$ cat src/rtl/mux_n_to_1_reg.sv
// -----------------------------------------------------------------------------
// mux_n_to_1_reg
//   Parametrised N-way, WIDTH-bit registered selector with a valid/ready
//   handshake on every input channel and on the output. A beat is chosen either
//   by an explicit select (mode=0) or round-robin over the valid channels
//   (mode=1), and is held in a single output register. The register reloads on
//   the same edge it drains, so back-to-back beats flow without a bubble.
//
// Parameters
//   WIDTH  data width per channel (>=1)
//   N_IN   number of input channels (>=2)
//   SEL_W  derived select / source-index width, $clog2(N_IN)
//
// Ports
//   clk        rising-edge clock
//   reset_n    synchronous active-low reset
//   in_data    packed channel data, channel k at [k*WIDTH +: WIDTH]
//   in_valid   per-channel valid
//   in_ready   per-channel ready (combinational, 0 while reset_n=0)
//   sel        explicit channel select, used when mode=0
//   mode       0 = explicit select, 1 = round-robin over valid channels
//   out_data   registered data of the accepted channel
//   out_src    index of the channel that supplied out_data
//   out_valid  out_data/out_src hold a beat
//   out_ready  consumer accepts the beat when out_valid && out_ready
//   out_parity (only with MUX_PARITY_EN) XOR reduction of out_data
//
// Build option
//   MUX_PARITY_EN  adds the registered out_parity output
// -----------------------------------------------------------------------------
module mux_n_to_1_reg #(
  parameter int  WIDTH = 32,
  parameter int  N_IN  = 4,
  localparam int SEL_W = $clog2(N_IN)
) (
  input  logic                  clk,
  input  logic                  reset_n,
  input  logic [N_IN*WIDTH-1:0] in_data,
  input  logic [N_IN-1:0]       in_valid,
  output logic [N_IN-1:0]       in_ready,
  input  logic [SEL_W-1:0]      sel,
  input  logic                  mode,
  output logic [WIDTH-1:0]      out_data,
  output logic [SEL_W-1:0]      out_src,
  output logic                  out_valid,
`ifdef MUX_PARITY_EN
  output logic                  out_parity,
`endif
  input  logic                  out_ready
);

`ifdef MUX_PARITY_EN
  function automatic logic parity_f(input logic [WIDTH-1:0] d);
    parity_f = ^d;
  endfunction
`endif

  logic [WIDTH-1:0] out_data_q, out_data_d;
  logic [SEL_W-1:0] out_src_q, out_src_d;
  logic             out_valid_q, out_valid_d;
  logic [SEL_W-1:0] rr_ptr_q, rr_ptr_d;
`ifdef MUX_PARITY_EN
  logic             out_parity_q, out_parity_d;
`endif

  logic             can_load_s;
  logic             rr_found_s;
  logic [SEL_W-1:0] rr_idx_s;
  logic             grant_vld_s;
  logic [SEL_W-1:0] grant_idx_s;
  logic [WIDTH-1:0] grant_data_s;
  logic             grant_in_valid_s;
  logic             accept_s;

  // Output register can take a new beat when empty or draining this cycle.
  assign can_load_s = !out_valid_q || out_ready;

  // Round-robin search: channels above rr_ptr first, then wrap to 0..rr_ptr.
  always_comb begin
    rr_found_s = 1'b0;
    rr_idx_s   = {SEL_W{1'b0}};
    for (int k = 0; k < N_IN; k++) begin
      if (!rr_found_s && in_valid[k] && (k > int'(rr_ptr_q))) begin
        rr_found_s = 1'b1;
        rr_idx_s   = SEL_W'(k);
      end else begin
        rr_found_s = rr_found_s;
      end
    end
    for (int k = 0; k < N_IN; k++) begin
      if (!rr_found_s && in_valid[k] && (k <= int'(rr_ptr_q))) begin
        rr_found_s = 1'b1;
        rr_idx_s   = SEL_W'(k);
      end else begin
        rr_found_s = rr_found_s;
      end
    end
  end

  // Grant source: explicit select (unused codes grant nothing) or round-robin.
  always_comb begin
    grant_vld_s = 1'b0;
    grant_idx_s = {SEL_W{1'b0}};
    if (mode) begin
      grant_vld_s = rr_found_s;
      grant_idx_s = rr_idx_s;
    end else begin
      grant_vld_s = (int'(sel) < N_IN);
      grant_idx_s = sel;
    end
  end

  // Data mux and per-channel ready; only the granted channel sees ready.
  always_comb begin
    grant_data_s     = {WIDTH{1'b0}};
    grant_in_valid_s = 1'b0;
    in_ready         = {N_IN{1'b0}};
    for (int k = 0; k < N_IN; k++) begin
      if (grant_vld_s && (grant_idx_s == SEL_W'(k))) begin
        grant_data_s     = in_data[k*WIDTH +: WIDTH];
        grant_in_valid_s = in_valid[k];
        in_ready[k]      = reset_n && can_load_s;
      end else begin
        in_ready[k]      = 1'b0;
      end
    end
  end

  assign accept_s = reset_n && can_load_s && grant_vld_s && grant_in_valid_s;

  // Next-state: load on accept, drop valid on a drain with no refill, else hold.
  always_comb begin
    out_data_d  = out_data_q;
    out_src_d   = out_src_q;
    out_valid_d = out_valid_q;
    rr_ptr_d    = rr_ptr_q;
`ifdef MUX_PARITY_EN
    out_parity_d = out_parity_q;
`endif
    if (accept_s) begin
      out_data_d  = grant_data_s;
      out_src_d   = grant_idx_s;
      out_valid_d = 1'b1;
`ifdef MUX_PARITY_EN
      out_parity_d = parity_f(grant_data_s);
`endif
    end else if (out_valid_q && out_ready) begin
      out_valid_d = 1'b0;
    end else begin
      out_valid_d = out_valid_q;
    end
    // Pointer only advances on round-robin accepts; explicit accepts leave it.
    if (accept_s && mode) begin
      rr_ptr_d = grant_idx_s;
    end else begin
      rr_ptr_d = rr_ptr_q;
    end
  end

  // State register with synchronous active-low reset.
  always_ff @(posedge clk) begin
    if (!reset_n) begin
      out_data_q  <= {WIDTH{1'b0}};
      out_src_q   <= {SEL_W{1'b0}};
      out_valid_q <= 1'b0;
      rr_ptr_q    <= SEL_W'(N_IN - 1);
`ifdef MUX_PARITY_EN
      out_parity_q <= 1'b0;
`endif
    end else begin
      out_data_q  <= out_data_d;
      out_src_q   <= out_src_d;
      out_valid_q <= out_valid_d;
      rr_ptr_q    <= rr_ptr_d;
`ifdef MUX_PARITY_EN
      out_parity_q <= out_parity_d;
`endif
    end
  end

  assign out_data  = out_data_q;
  assign out_src   = out_src_q;
  assign out_valid = out_valid_q;
`ifdef MUX_PARITY_EN
  assign out_parity = out_parity_q;
`endif

endmodule

$ cat config.mk
export PLATFORM = sky130hd
export DESIGN_NAME = mux_n_to_1_reg
export DESIGN_NICKNAME = d
export VERILOG_FILES = /design/src/rtl/mux_n_to_1_reg.sv
export SDC_FILE = /design/constraint.sdc
export NUM_CORES = 1
export LEC_CHECK = 0
export BUFFER_PORTS_ARGS = -buffer_cell sky130_fd_sc_hd__clkbuf_2
export CAP_MARGIN = 20
export CELL_PAD_IN_SITES_DETAIL_PLACEMENT = 1
export CELL_PAD_IN_SITES_GLOBAL_PLACEMENT = 1
export CORE_MARGIN = 5
export CORE_UTILIZATION = 31
export CTS_CLUSTER_SIZE = 20
export DETAILED_ROUTE_END_ITERATION = 10
export PLACE_DENSITY_LB_ADDON = 0.1
export SYNTH_ARGS = -nofsm -noshare
export SYNTH_HDL_FRONTEND = slang
export SYNTH_SLANG_ARGS = --single-unit
$ cat constraint.sdc
create_clock -name clk -period 2.9 [get_ports clk]
set_input_delay 0.58 -clock clk [delete_from_list [all_inputs] [get_ports clk]]
set_output_delay 0.58 -clock clk [all_outputs]
set_load 0.01 [all_outputs]
After elaboration in Yosys (flattened, before gate mapping)
Cells that the tools add are included.

storage, ports and cells
  word-level logic and storage cells = 74
  bits of input ports = 138
  flip-flop bits (word level) = 37
  output and inout port bits = 39

cells by class
  equal/unequal tests = 3
  muxes and demuxes = 30
  reductions and logical operators = 31
  $lt $le $gt $ge = 6

operators by type and width
  kind                number
  $mux 32             4
  $logic_and 1x1->1   21
  $mux 1              19
  $mux 2              7
  $logic_not 1->1     7
  $eq 2x2->1 const B  2
  $gt 2x2->1 const A  2
  $le 2x2->1 const A  2
  $eq 2x1->1 const B  1
  $gt 1x2->1 const A  1
  $le 1x2->1 const A  1
  $logic_not 2->1     1
  $reduce_bool 2->1   1
  $logic_or 1x1->1    1

Logic depth before layout (Yosys ltp)
  word-level depth = 35
  gate-level depth with buffers = 11
  mapped depth without buffers = 6

Worst setup path after synthesis
No wires, ideal clock.

  path kind = input to output
  from = input in_valid[2]
  to = output in_ready[1]
  arrival time = 2.039 ns
  buffers on the path = 1
  required time = 2.320 ns
  slack = 0.281 ns
  cell stages on the path = 6
  path through = or3b_1 > o21a_2 > a211oi_2 > clkbuf_1 > a31oi_1 > nor2_1

on the way
  cells in the longest elaborated chain, start to end = 26
  elaborated cells between the ends (all ways) = 33
  classes of those cells = eq/ne: 1; mux: 15; reduce/logical: 17

ends and longest elaborated chain
  item                             RTL line  source
  start: declaration               39        input logic [N_IN-1:0] in_valid,
  $logic_and 1x1->1 (2 in series)  83        if (!rr_found_s && in_valid[k] && (k > int'(rr_ptr_q))) begin
  $mux 1                           83
  $logic_not 1->1                  83
  $logic_and 1x1->1 (2 in series)  83
  $mux 1                           83
  $logic_not 1->1                  91        if (!rr_found_s && in_valid[k] && (k <= int'(rr_ptr_q))) begin
  $logic_and 1x1->1                91
  $mux 1                           91
  [7 not listed]                   --
  $mux 1                           91
  $logic_not 1->1                  91
  $logic_and 1x1->1 (2 in series)  91
  $mux 2                           91
  $mux 2                           104       if (mode) begin
  $eq 2x1->1                       119       if (grant_vld_s && (grant_idx_s == SEL_W'(k))) begin
  $logic_and 1x1->1 *              119
  $mux 1 *                         119
  end: declaration                 40        output logic [N_IN-1:0] in_ready,

Mark *: on every way between the ends. The rest lies on a longest branch, timed or not.

Worst setup path after layout
  from = input in_valid[2]
  to = output in_ready[2]

on the way
  cells in the longest elaborated chain, start to end = 26
  elaborated cells between the ends (all ways) = 33
  classes of those cells = eq/ne: 1; mux: 15; reduce/logical: 17

ends and longest elaborated chain
  item                             RTL line
  $logic_and 1x1->1 (2 in series)  83
  $mux 1                           83
  $logic_not 1->1                  83
  $logic_and 1x1->1 (2 in series)  83
  $mux 1                           83
  $logic_not 1->1                  91
  $logic_and 1x1->1                91
  $mux 1                           91
  [7 not listed]                   --
  $mux 1                           91
  $logic_not 1->1                  91
  $logic_and 1x1->1 (2 in series)  91
  $mux 2                           91
  $mux 2                           104
  $eq 2x2->1                       119
  $logic_and 1x1->1 *              119
  $mux 1 *                         119

Marked as above.

==> metrics <==
dpl cell area 4030 µm²; maximum vdd drop 0.179 mV; CP required 2320 ps; Rel. slew slack 68.3%; worst skew pair latency 290 ps; Clock Tree Root clkbuf_8; post-CTS sizing 0; n_diodes 0; reg2reg path depth 7; cell area after synthesis 2970 µm²; total gr overflow 0; global-route wire length before repair 19400 µm; DR vias/cell 5.53; io pins 177; Critical R2R Launch rr_ptr_q[1]; Tmin final 2580 ps; drt pass-1 iters 7; P&R area growth vs syn 40.3%; Die X 108 µm; Total GRT Usage 20.7%; CTS tree yes; initial antenna violation count 0; hold path endpoint out_data[2]; worst min path class flop to flop; largest cells by area after synthesis dfxtp_1 25%, mux2i_1 16%, a222oi_1 6.1%; hold_sp out_data[2]; drt wl/cell 19.4 µm; prevailing post-synth register cell dfxtp_1; DP HPWL 9850 µm; # port buffers 176; crit start category primary input; # nets final 655; Routability Congestion 0.820; status completed; pin count of the biggest net entering global routing 25; remaining antenna violation count 0; Die Height 108 µm; synth warn 0; Clock Path Buffers 2; gate count of the mapped netlist 345; post-synthesis average cell area 8.62 µm²; setup repair bufs after CTS 0; Hold Path Depth 2; Rows 35; FF-to-FF End out_data[30]; Num CTS Buffers 5; critical path class primary input to primary output; #FFs+latches synth 37; routed vias 3575; synthesized net count 483; final critical-path share of the clock period 88.9%; PwrDens 472 nW/µm²; Async S/R FF share, synth 0%; DRC viols 0; htree depth 2; WP data arrival 2000 ps; Synth cell types 52; routed wire length 12600 µm; Max Slew Vio Count 0; top-area cell type share of the netlist area 24.9%; layout cells sized above 1 42.7%; register area share after synthesis 24.9%; register area 741 µm²; die area 11700 µm²; Leak Pwr 2.15 nW; Initial Util 32.0%; design area 4170 µm²; Worst-path clk slew 80 ps; Worst-Margin Slew 471 ps; multi-input combinational cell area 2010 µm²; Clock Skew 4.41 ps; Cell Count, Final, Fillers Out 647; area leader, netlist dfxtp_1; EDFF count, synth 0; Worst R2R Setup Slack 590 ps; Core Box Area 9280 µm²; Hold Fails Final Rpt 0; Finished Core Util 44.9%; max cap viols 0; Fill cells 1197; setup violators final 0; post-placement cell count 638; hold_buf cts 0; critical path capture point type primary output; DRT iter0 DRCs 171; vias in the first global route 3877; worst-path fanout max 19; max frequency 388 MHz; RSZ-0062 raised after global routing no; CTS Sinks 37
## stage by stage
| stage | power, W | TNS (ps) | hold WS [ps] | worst slack (ps) |
|---|---|---|---|---|
| after global routing | 0.00209 | 0 | 483 | 196 |
| after detailed placement | 0.00143 | -235 | 451 | -42.6 |
| after CTS | 0.00199 | 0 | 464 | 170 |
| final | 0.00197 | 0 | 457 | 321 |
| after floorplan | 0.00110 | 0 | 476 | 281 |
| after global placement | 0.00141 | 0 | 439 | 13.6 |
## routing by layer
layer,GRT usage [%],wire (µm),share of wire (%),up-vias
li1,-,-,-,1719
met1,26.1,5440,43,1707
met2,35.9,6080,48,131
met3,3.94,793,6.3,18
met4,6.04,264,2.1,0
met5,0,0,0,-
## worst max-delay path by stage
stage | to | slack [ps] | start
after global placement | out_data[8] | 10 | in_valid[3]
after global routing | in_ready[3] | 200 | in_valid[2]
final | in_ready[2] | 320 | in_valid[2]
after floorplan | in_ready[1] | 280 | in_valid[2]
after detailed placement | out_data[26] | -40 | in_valid[2]
after CTS | out_data[26] | 170 | rr_ptr_q[1]
## sequential cells by signal (all words and copies together) (netlist names)
register and flops:
rr_ptr_q 2, out_src 2, out_data 32, out_valid 1
## worst max-delay path, stage by stage
cell	delay (ps)
clkbuf_2	140
buf_4	270
nor2_1	100
a31o_2	260
nor2_1	220
a32oi_2	150
nor2_1	110
clkbuf_2	160
## cell usage in the layout (no fill, tap or decap), types with 2 or more instances in the layout
cell and n:
a21o_1 2, a21oi_1 21, a21oi_2 2, a221oi_1 14
a222oi_1 18, a31o_2 2, a31oi_1 2, buf_4 18
bufinv_16 2, clkbuf_2 176, clkbuf_8 5, dfxtp_1 37
inv_1 21, mux2i_1 47, nand2_1 23, nand2b_1 2
nor2_1 24, o2111ai_1 14, o211a_1 14, o211ai_1 2
o21ai_0 4, o21bai_1 18, o32ai_1 18, or3b_1 2
## cell families (layout without fill, tap and decap cells)
family                 after synthesis  count (layout)  share of synthesized area [%]
multiplexers                        47              47                           15.8
buffers and inverters               53             226                           7.82
AND/OR/NAND/NOR                     64              64                           10.3
AO/OA/AOI/OAI                      144             144                           41.1
flip-flops                          37              37                           24.9
## where the power goes
group,leakage (nW),switching (W),internal (W)
registers,0.307,0.0000497,0.000594
logic,1.77,0.000422,0.000352
clock network,0.0681,0.000208,0.000342
## cell type report
cell class / count / share of cell area (%)
sequential: 37 / 17.8
inverter: 22 / 1.98
multi-input combinational: 255 / 48.1
tap: 129 / 3.87
timing repair buffer: 196 / 25.1
clock buffer: 5 / 1.65
clock inverter: 3 / 1.56
## synthesized netlist by cell type (2+ instances only)
master	count
a221oi_1	14
clkbuf_1	20
mux2i_1	47
nand2_1	23
a31o_2	2
o21bai_1	18
a222oi_1	18
o211ai_1	2
inv_1	21
o211a_1	14
a21oi_1	21
o32ai_1	18
buf_6	3
o2111ai_1	14
nand2b_1	2
a31oi_1	2
a21o_1	2
o21ai_0	4
nor2_1	24
dfxtp_1	37
or3b_1	2
buf_2	6
a21oi_2	2
Note: power is estimated with default switching activity, not from simulation.
